## config.mk

```make
export PLATFORM = sky130hd
export DESIGN_NAME = core_seq_ctrl_flat
export DESIGN_NICKNAME = d
export VERILOG_FILES = /design/src/rtl/core_seq_ctrl_if.sv /design/src/rtl/core_seq_ctrl.sv /design/src/flat_wrapper.sv
export SDC_FILE = /design/constraint.sdc
export NUM_CORES = 1
export LEC_CHECK = 0
export CAP_MARGIN = 15
export CELL_PAD_IN_SITES_DETAIL_PLACEMENT = 1
export CELL_PAD_IN_SITES_GLOBAL_PLACEMENT = 1
export CORE_MARGIN = 2
export CORE_UTILIZATION = 43
export CTS_BUF_LIST = sky130_fd_sc_hd__clkbuf_4 sky130_fd_sc_hd__clkbuf_8
export CTS_CLUSTER_SIZE = 8
export DETAILED_ROUTE_END_ITERATION = 12
export PLACE_DENSITY = 0.81
export SLEW_MARGIN = 15
export SYNTH_ARGS = -nofsm -noshare
export SYNTH_HDL_FRONTEND = slang
export SYNTH_SLANG_ARGS = --single-unit
```

## constraint.sdc

```tcl
create_clock -name clk -period 2.6 [get_ports clk]
set_input_delay 0.65 -clock clk [delete_from_list [all_inputs] [get_ports clk]]
set_output_delay 0.65 -clock clk [all_outputs]
set_load 0.01 [all_outputs]
```

## src/rtl/core_seq_ctrl_if.sv

```systemverilog
// Control/status bundle between the attention-core sequencer and the datapath it steers.
// The sequencer takes the master view; the datapath or a bench takes the slave view.
interface core_seq_ctrl_if #(
    parameter int ADDR_W = 4
);
    logic              start;
    logic              vn_mode;
    logic [ADDR_W:0]   len_k;
    logic [ADDR_W:0]   len_q;
    logic              fifo_valid;
    logic              fifo_rd;
    logic [ADDR_W-1:0] qk_add;
    logic              qmem_rd;
    logic              kmem_rd;
    logic [1:0]        mac_inst;
    logic              pmem_wr;
    logic [ADDR_W-1:0] pmem_add;
    logic              sfp_acc;
    logic              sfp_div;
    logic              busy;
    logic              done;

    modport master (
        input  start, vn_mode, len_k, len_q, fifo_valid,
        output fifo_rd, qk_add, qmem_rd, kmem_rd, mac_inst,
               pmem_wr, pmem_add, sfp_acc, sfp_div, busy, done
    );

    modport slave (
        output start, vn_mode, len_k, len_q, fifo_valid,
        input  fifo_rd, qk_add, qmem_rd, kmem_rd, mac_inst,
               pmem_wr, pmem_add, sfp_acc, sfp_div, busy, done
    );
endinterface

```

## src/rtl/core_seq_ctrl.sv

```systemverilog
// Attention-core sequencer: one start runs kernel load, query stream and an ofifo drain
// to pmem, either raw (VN) or through the sfp normaliser on a fixed per-row slot (QK).
module core_seq_ctrl #(
    parameter int ADDR_W    = 4,
    parameter int SFP_CYC   = 8,
    parameter int ACC_AT    = 1,
    parameter int DIV_FIRST = 3,
    parameter int DIV_LAST  = 4,
    parameter int WB_AT     = 5
) (
    input  logic           clk,
    input  logic           reset,
    core_seq_ctrl_if.master bus
);
    localparam int SW = $clog2(SFP_CYC);
    localparam logic [SW-1:0] SLOT_LAST = SW'(SFP_CYC - 1);
    localparam logic [SW-1:0] SLOT_ACC  = SW'(ACC_AT);
    localparam logic [SW-1:0] SLOT_DIV0 = SW'(DIV_FIRST);
    localparam logic [SW-1:0] SLOT_DIV1 = SW'(DIV_LAST);
    localparam logic [SW-1:0] SLOT_WB   = SW'(WB_AT);

    typedef enum logic [2:0] {IDLE, LOAD_K, EXEC, DRAIN, DONE} state_t;

    state_t            state_q, state_d;
    logic              vnMode_q, vnMode_d;
    logic [ADDR_W:0]   lenK_q, lenK_d;
    logic [ADDR_W:0]   lenQ_q, lenQ_d;
    logic [ADDR_W:0]   addrCnt_q, addrCnt_d;
    logic [ADDR_W:0]   rowCnt_q, rowCnt_d;
    logic [SW-1:0]     slot_q, slot_d;
    logic [ADDR_W-1:0] slotRow_q, slotRow_d;
    logic [ADDR_W-1:0] qkAdd_q, qkAdd_d;
    logic              qmemRd_q, qmemRd_d;
    logic              kmemRd_q, kmemRd_d;
    logic [1:0]        macInst_q, macInst_d;
    logic              pmemWr_q, pmemWr_d;
    logic [ADDR_W-1:0] pmemAdd_q, pmemAdd_d;
    logic              sfpAcc_q, sfpAcc_d;
    logic              sfpDiv_q, sfpDiv_d;
    logic              busy_q, busy_d;
    logic              done_q, done_d;
    logic              drainAct;
    logic              popNow;
    logic              lastWr;

    always_ff @(posedge clk) begin
        if (reset) begin
            state_q   <= IDLE;
            vnMode_q  <= 1'b0;
            lenK_q    <= '0;
            lenQ_q    <= '0;
            addrCnt_q <= '0;
            rowCnt_q  <= '0;
            slot_q    <= '0;
            slotRow_q <= '0;
            qkAdd_q   <= '0;
            qmemRd_q  <= 1'b0;
            kmemRd_q  <= 1'b0;
            macInst_q <= 2'b00;
            pmemWr_q  <= 1'b0;
            pmemAdd_q <= '0;
            sfpAcc_q  <= 1'b0;
            sfpDiv_q  <= 1'b0;
            busy_q    <= 1'b0;
            done_q    <= 1'b0;
        end else begin
            state_q   <= state_d;
            vnMode_q  <= vnMode_d;
            lenK_q    <= lenK_d;
            lenQ_q    <= lenQ_d;
            addrCnt_q <= addrCnt_d;
            rowCnt_q  <= rowCnt_d;
            slot_q    <= slot_d;
            slotRow_q <= slotRow_d;
            qkAdd_q   <= qkAdd_d;
            qmemRd_q  <= qmemRd_d;
            kmemRd_q  <= kmemRd_d;
            macInst_q <= macInst_d;
            pmemWr_q  <= pmemWr_d;
            pmemAdd_q <= pmemAdd_d;
            sfpAcc_q  <= sfpAcc_d;
            sfpDiv_q  <= sfpDiv_d;
            busy_q    <= busy_d;
            done_q    <= done_d;
        end
    end

    // Registered outputs are computed from the next state so they line up with it.
    always_comb begin
        state_d   = state_q;
        vnMode_d  = vnMode_q;
        lenK_d    = lenK_q;
        lenQ_d    = lenQ_q;
        addrCnt_d = addrCnt_q;
        rowCnt_d  = rowCnt_q;
        slot_d    = slot_q;
        slotRow_d = slotRow_q;
        qkAdd_d   = '0;
        qmemRd_d  = 1'b0;
        kmemRd_d  = 1'b0;
        macInst_d = {qmemRd_q, kmemRd_q};
        popNow    = 1'b0;
        lastWr    = 1'b0;
        drainAct  = (state_q == EXEC) || (state_q == DRAIN);

        if (drainAct) begin
            if (vnMode_q) begin
                popNow = bus.fifo_valid && (rowCnt_q < lenQ_q);
                lastWr = popNow && (rowCnt_q == lenQ_q - 1'b1);
            end else begin
                if (slot_q == '0) begin
                    popNow = bus.fifo_valid && (rowCnt_q < lenQ_q);
                    if (popNow) begin
                        slot_d    = {{(SW-1){1'b0}}, 1'b1};
                        slotRow_d = rowCnt_q[ADDR_W-1:0];
                    end
                end else begin
                    slot_d = (slot_q == SLOT_LAST) ? '0 : slot_q + 1'b1;
                end
                lastWr = pmemWr_q && ({1'b0, slotRow_q} == lenQ_q - 1'b1);
            end
            if (popNow) begin
                rowCnt_d = rowCnt_q + 1'b1;
            end
        end

        case (state_q)
            IDLE: begin
                rowCnt_d = '0;
                slot_d   = '0;
                if (bus.start) begin
                    vnMode_d = bus.vn_mode;
                    lenK_d   = bus.len_k;
                    lenQ_d   = bus.len_q;
                    if ((bus.len_k == '0) || (bus.len_q == '0)) begin
                        state_d = DONE;
                    end else begin
                        state_d   = LOAD_K;
                        kmemRd_d  = 1'b1;
                        addrCnt_d = {{ADDR_W{1'b0}}, 1'b1};
                    end
                end
            end
            LOAD_K: begin
                if (addrCnt_q == lenK_q) begin
                    state_d   = EXEC;
                    qmemRd_d  = 1'b1;
                    addrCnt_d = {{ADDR_W{1'b0}}, 1'b1};
                end else begin
                    kmemRd_d  = 1'b1;
                    qkAdd_d   = addrCnt_q[ADDR_W-1:0];
                    addrCnt_d = addrCnt_q + 1'b1;
                end
            end
            EXEC: begin
                if (addrCnt_q == lenQ_q) begin
                    state_d = DRAIN;
                end else begin
                    qmemRd_d  = 1'b1;
                    qkAdd_d   = addrCnt_q[ADDR_W-1:0];
                    addrCnt_d = addrCnt_q + 1'b1;
                end
            end
            DRAIN: begin
                // A VN drain can finish while the query stream is still running.
                if (lastWr || (vnMode_q && (rowCnt_q == lenQ_q))) begin
                    state_d = DONE;
                end
            end
            DONE: begin
                state_d   = IDLE;
                addrCnt_d = '0;
                rowCnt_d  = '0;
            end
            default: state_d = IDLE;
        endcase

        if ((state_d != EXEC) && (state_d != DRAIN)) begin
            slot_d = '0;
        end

        sfpAcc_d  = !vnMode_q && (slot_d == SLOT_ACC);
        sfpDiv_d  = !vnMode_q && (slot_d >= SLOT_DIV0) && (slot_d <= SLOT_DIV1);
        pmemWr_d  = !vnMode_q && (slot_d == SLOT_WB);
        pmemAdd_d = pmemWr_d ? slotRow_q : '0;
        busy_d    = (state_d != IDLE);
        done_d    = (state_d == DONE);
    end

    assign bus.fifo_rd  = popNow;
    assign bus.qk_add   = qkAdd_q;
    assign bus.qmem_rd  = qmemRd_q;
    assign bus.kmem_rd  = kmemRd_q;
    assign bus.mac_inst = macInst_q;
    assign bus.pmem_wr  = vnMode_q ? popNow : pmemWr_q;
    assign bus.pmem_add = vnMode_q ? rowCnt_q[ADDR_W-1:0] : pmemAdd_q;
    assign bus.sfp_acc  = sfpAcc_q;
    assign bus.sfp_div  = sfpDiv_q;
    assign bus.busy     = busy_q;
    assign bus.done     = done_q;
endmodule

```

## src/flat_wrapper.sv

```systemverilog
// flat-port wrapper written by rule: the top's interface ports become plain ports
module core_seq_ctrl_flat 
#(
    parameter int ADDR_W    = 4,
    parameter int SFP_CYC   = 8,
    parameter int ACC_AT    = 1,
    parameter int DIV_FIRST = 3,
    parameter int DIV_LAST  = 4,
    parameter int WB_AT     = 5
)
  (clk, reset, bus_start, bus_vn_mode, bus_len_k, bus_len_q, bus_fifo_valid, bus_fifo_rd, bus_qk_add, bus_qmem_rd, bus_kmem_rd, bus_mac_inst, bus_pmem_wr, bus_pmem_add, bus_sfp_acc, bus_sfp_div, bus_busy, bus_done);
  core_seq_ctrl_if #(.ADDR_W(ADDR_W)) bus_i ();
  input  logic clk;
  input  logic reset;
  input wire logic [$bits(bus_i.start)-1:0] bus_start;
  input wire logic [$bits(bus_i.vn_mode)-1:0] bus_vn_mode;
  input wire logic [$bits(bus_i.len_k)-1:0] bus_len_k;
  input wire logic [$bits(bus_i.len_q)-1:0] bus_len_q;
  input wire logic [$bits(bus_i.fifo_valid)-1:0] bus_fifo_valid;
  output wire logic [$bits(bus_i.fifo_rd)-1:0] bus_fifo_rd;
  output wire logic [$bits(bus_i.qk_add)-1:0] bus_qk_add;
  output wire logic [$bits(bus_i.qmem_rd)-1:0] bus_qmem_rd;
  output wire logic [$bits(bus_i.kmem_rd)-1:0] bus_kmem_rd;
  output wire logic [$bits(bus_i.mac_inst)-1:0] bus_mac_inst;
  output wire logic [$bits(bus_i.pmem_wr)-1:0] bus_pmem_wr;
  output wire logic [$bits(bus_i.pmem_add)-1:0] bus_pmem_add;
  output wire logic [$bits(bus_i.sfp_acc)-1:0] bus_sfp_acc;
  output wire logic [$bits(bus_i.sfp_div)-1:0] bus_sfp_div;
  output wire logic [$bits(bus_i.busy)-1:0] bus_busy;
  output wire logic [$bits(bus_i.done)-1:0] bus_done;
  assign bus_i.start = bus_start;
  assign bus_i.vn_mode = bus_vn_mode;
  assign bus_i.len_k = bus_len_k;
  assign bus_i.len_q = bus_len_q;
  assign bus_i.fifo_valid = bus_fifo_valid;
  assign bus_fifo_rd = bus_i.fifo_rd;
  assign bus_qk_add = bus_i.qk_add;
  assign bus_qmem_rd = bus_i.qmem_rd;
  assign bus_kmem_rd = bus_i.kmem_rd;
  assign bus_mac_inst = bus_i.mac_inst;
  assign bus_pmem_wr = bus_i.pmem_wr;
  assign bus_pmem_add = bus_i.pmem_add;
  assign bus_sfp_acc = bus_i.sfp_acc;
  assign bus_sfp_div = bus_i.sfp_div;
  assign bus_busy = bus_i.busy;
  assign bus_done = bus_i.done;
  core_seq_ctrl #(.ADDR_W(ADDR_W), .SFP_CYC(SFP_CYC), .ACC_AT(ACC_AT), .DIV_FIRST(DIV_FIRST), .DIV_LAST(DIV_LAST), .WB_AT(WB_AT)) u_core (.clk(clk), .reset(reset), .bus(bus_i));
endmodule
```

==> reports/qor.txt <==
Reg area = 965 um2
Hold EP = u_core.bus.mac_inst[0]
RR Endpoint = u_core.bus.sfp_div
Avg WL per Cell = 18.0 um
Site row count = 28
Cell Pwr Density = 639 mW/mm2
Arr. time, crit path = 1.89 ns
H-tree Lvls = 2
CTS root buf = clkbuf_8
Final Hold Vio Count = 0
Finished Layout Cells = 431
Crit. End Element = primary output
Skew final = 0.00589 ns
EDFF count, synth = 0
Max_slew headroom = 0.643
Worst setup startpoint = u_core.lenQ_q[4]
Dominant cells by area after synthesis = dfxtp_1 (37%), nand2_1 (5.8%), ha_1 (5.3%)
Hold Path Cell Cnt = 1
Area of the multi-input gates = 0.00159 mm2
Die height = 81.9 um
Buffers on Ports = 32
Reg-to-Reg Start = u_core.lenQ_q[0]
Least-Margin Pin Slew = 0.535 ns
Max-cap violations = 0
Crit Path Max Fanout = 4
Vias in the first global route = 2497
Synth Register Bits = 48
Async SR Flop Fraction = 0
Worst hold path type = reg2reg
Avg Cell Area, Syn = 8.52 um2
GR Overflow Total = 0
Number of nets at the end of the flow = 381
Maximum clock rate = 393 MHz
Syn nets = 332
Worst EP required = 1.95 ns
Antenna Nets Post-Route = 0
Initial Utilization = 0.443
Worst-Skew Late Latency = 0.31 ns
Post-DP Area = 0.00315 mm2
Crit path time final = 2.54 ns
Synth Cell Area = 0.00261 mm2
Largest net degree at the start of global routing = 25
Final wirelength = 7780 um
Layout area overhead = 29.0%
Final Max Tran Viols = 0
Status = complete, no violations
Cells after synthesis = 306
Fin area = 0.00336 mm2
Worst R2R Path Depth = 9
TritonRoute pass-1 iters = 4
Clock buffer depth = 2
Clk slew on worst S/H paths = 0.10 ns
Sink Count = 48
Inserted Clock Buffers = 5
Initial DRC Count = 181
DP HPWL = 5460 um
GPL Wtd Cong = 0.847
Top-area cell type share of the netlist area = 0.369
Leakage power = 1.26 nW
Setup-failing EPs final = 0
Core region area = 0.00589 mm2
I/O Pins = 33
Via/cell ratio = 5.61
Critical path launch point type = flop
First-pass GRT wire length = 12400 um
Register-to-register setup slack = 0.14 ns
# DRC = 0
Synth cell types = 57
Overall Global Routing Usage = 0.243
Top post-synthesis cells by count = dfxtp_1 (48), nand2_1 (40), nor2_1 (26)
Hold path start = u_core.bus.kmem_rd
Seq/Total Area, Yosys = 0.369
Post-synth top area cell = dfxtp_1
Primary FF master, synth = dfxtp_1
Die area = 0.00670 mm2
Critical path type = reg2out
Fin crit share = 0.978
Fillers = 712
Initial antenna violation count = 0
Vias = 2416
Setup TNS = 0 ns
Most numerous cell in the Yosys netlist = dfxtp_1
Hold buffer count at CTS = 0
Post-Place Cells = 422
Maximum VDD drop = 252 uV
Ys Warns = 0
Ant. Diodes = 0
Ratio of cells with drive above 1 in the final layout = 0.185
Die W = 81.9 um
CTS tree = done
stage by stage:
stage               setup slack [ns]  power [mW]  hold slack (ns)  utilization
floorplan                      0.210        1.23            0.449            -
finish                        0.0563        2.15            0.471        0.572
global route                 -0.0156        2.25            0.492        0.572
detailed placement            -0.394        1.45            0.461        0.535
global placement              -0.335        1.42            0.447        0.535
CTS                       0.00000844        2.13            0.476        0.561
area by class of cell:
class | instances | share of cell area
Tap cell | 75 | 0.0279
Clock buffer | 5 | 0.0205
Timing Repair Buffer | 61 | 0.157
Multi-Input combinational cell | 225 | 0.472
Clock inverter | 3 | 0.0205
Inverter | 14 | 0.0156
Sequential cell | 48 | 0.287
cells by family (layout without fill, tap and decap cells):
kind of cell               after synthesis  after routing  synth area share
DFF                                     48             48             0.369
xor gates and xnor gates                23             23            0.0825
adders and majority gates               11             11            0.0528
AOI/OAI and AO/OA                       52             52             0.144
buffers and inverters                   33             83            0.0547
muxes                                   10             10            0.0403
and+or+nand+nor                        129            129             0.257
layer usage:
| metal | global-route usage | share of wire |
|---|---|---|
| met1 | 0.310 | 0.43 |
| met4 | 0.0700 | 0.022 |
| met2 | 0.424 | 0.50 |
| met5 | 0 | 0 |
| met3 | 0.0352 | 0.050 |
power breakdown:
part | switching, mW | internal (mW) | leakage (nW)
sequential | 0.0622 | 0.784 | 0.391
clock | 0.288 | 0.388 | 0.0687
combinational | 0.342 | 0.286 | 0.798
timing repair:
action,in CTS,in global routing
pin swaps,4,6
setup endpoints to repair,2,16
gates resized for setup,11,12
buffers inserted,1,0
gates cloned,0,0
cells in the final DEF, fill, tap and decap left out, types with 3 or more instances in the layout:
cell and count:
inv_1 12, mux2i_1 6, nor2_1 24, xnor2_1 15
clkdlybuf4s50_1 30, nor4b_1 4, nand2_1 40, dfxtp_1 45
nand2b_1 5, nor3_1 9, nand4_1 5, o21ai_0 4
buf_4 29, and2_1 4, nor2b_1 4, nand3_1 9
clkbuf_8 5, o221ai_1 4, ha_4 3, nand3b_1 3
mux2_2 4, o21bai_1 4, or2_2 3, xor2_1 7
ha_1 8, a21oi_1 18, dfxtp_2 3
worst max-delay path: stages, from the launching register on:
cell and delay, ns:
dfxtp_2 0.38, inv_2 0.06, ha_4 0.27, nand4_1 0.20
nor2_4 0.26, nor2_2 0.08, nand3_1 0.08, o21ai_0 0.09
buf_2 0.17
flip-flops by register name, summed over array words and instances, names as in the netlist:
name and cells:
u_core.addrCnt_q 5, u_core.lenK_q 5, u_core.lenQ_q 5, u_core.rowCnt_q 5, u_core.bus.qk_add 4, u_core.pmemAdd_q 4, u_core.slotRow_q 4, u_core.slot_q 3
u_core.state_q 3, u_core.bus.mac_inst 2, u_core.bus.busy 1, u_core.bus.done 1, u_core.bus.kmem_rd 1, u_core.bus.qmem_rd 1, u_core.bus.sfp_acc 1, u_core.bus.sfp_div 1
u_core.pmemWr_q 1, u_core.vnMode_q 1
how the worst max path moves through the flow:
stage | slack, ns | depth (start not counted) | end
after floorplan | 0.21 | 6 | bus_fifo_rd
after global placement | -0.33 | 6 | bus_pmem_wr
after detailed placement | -0.39 | 6 | bus_pmem_wr
after CTS | 0.000008 | 8 | bus_pmem_wr
after global routing | -0.02 | 8 | bus_pmem_wr
final | 0.06 | 8 | bus_pmem_wr
(Power assumes the default switching activity.)
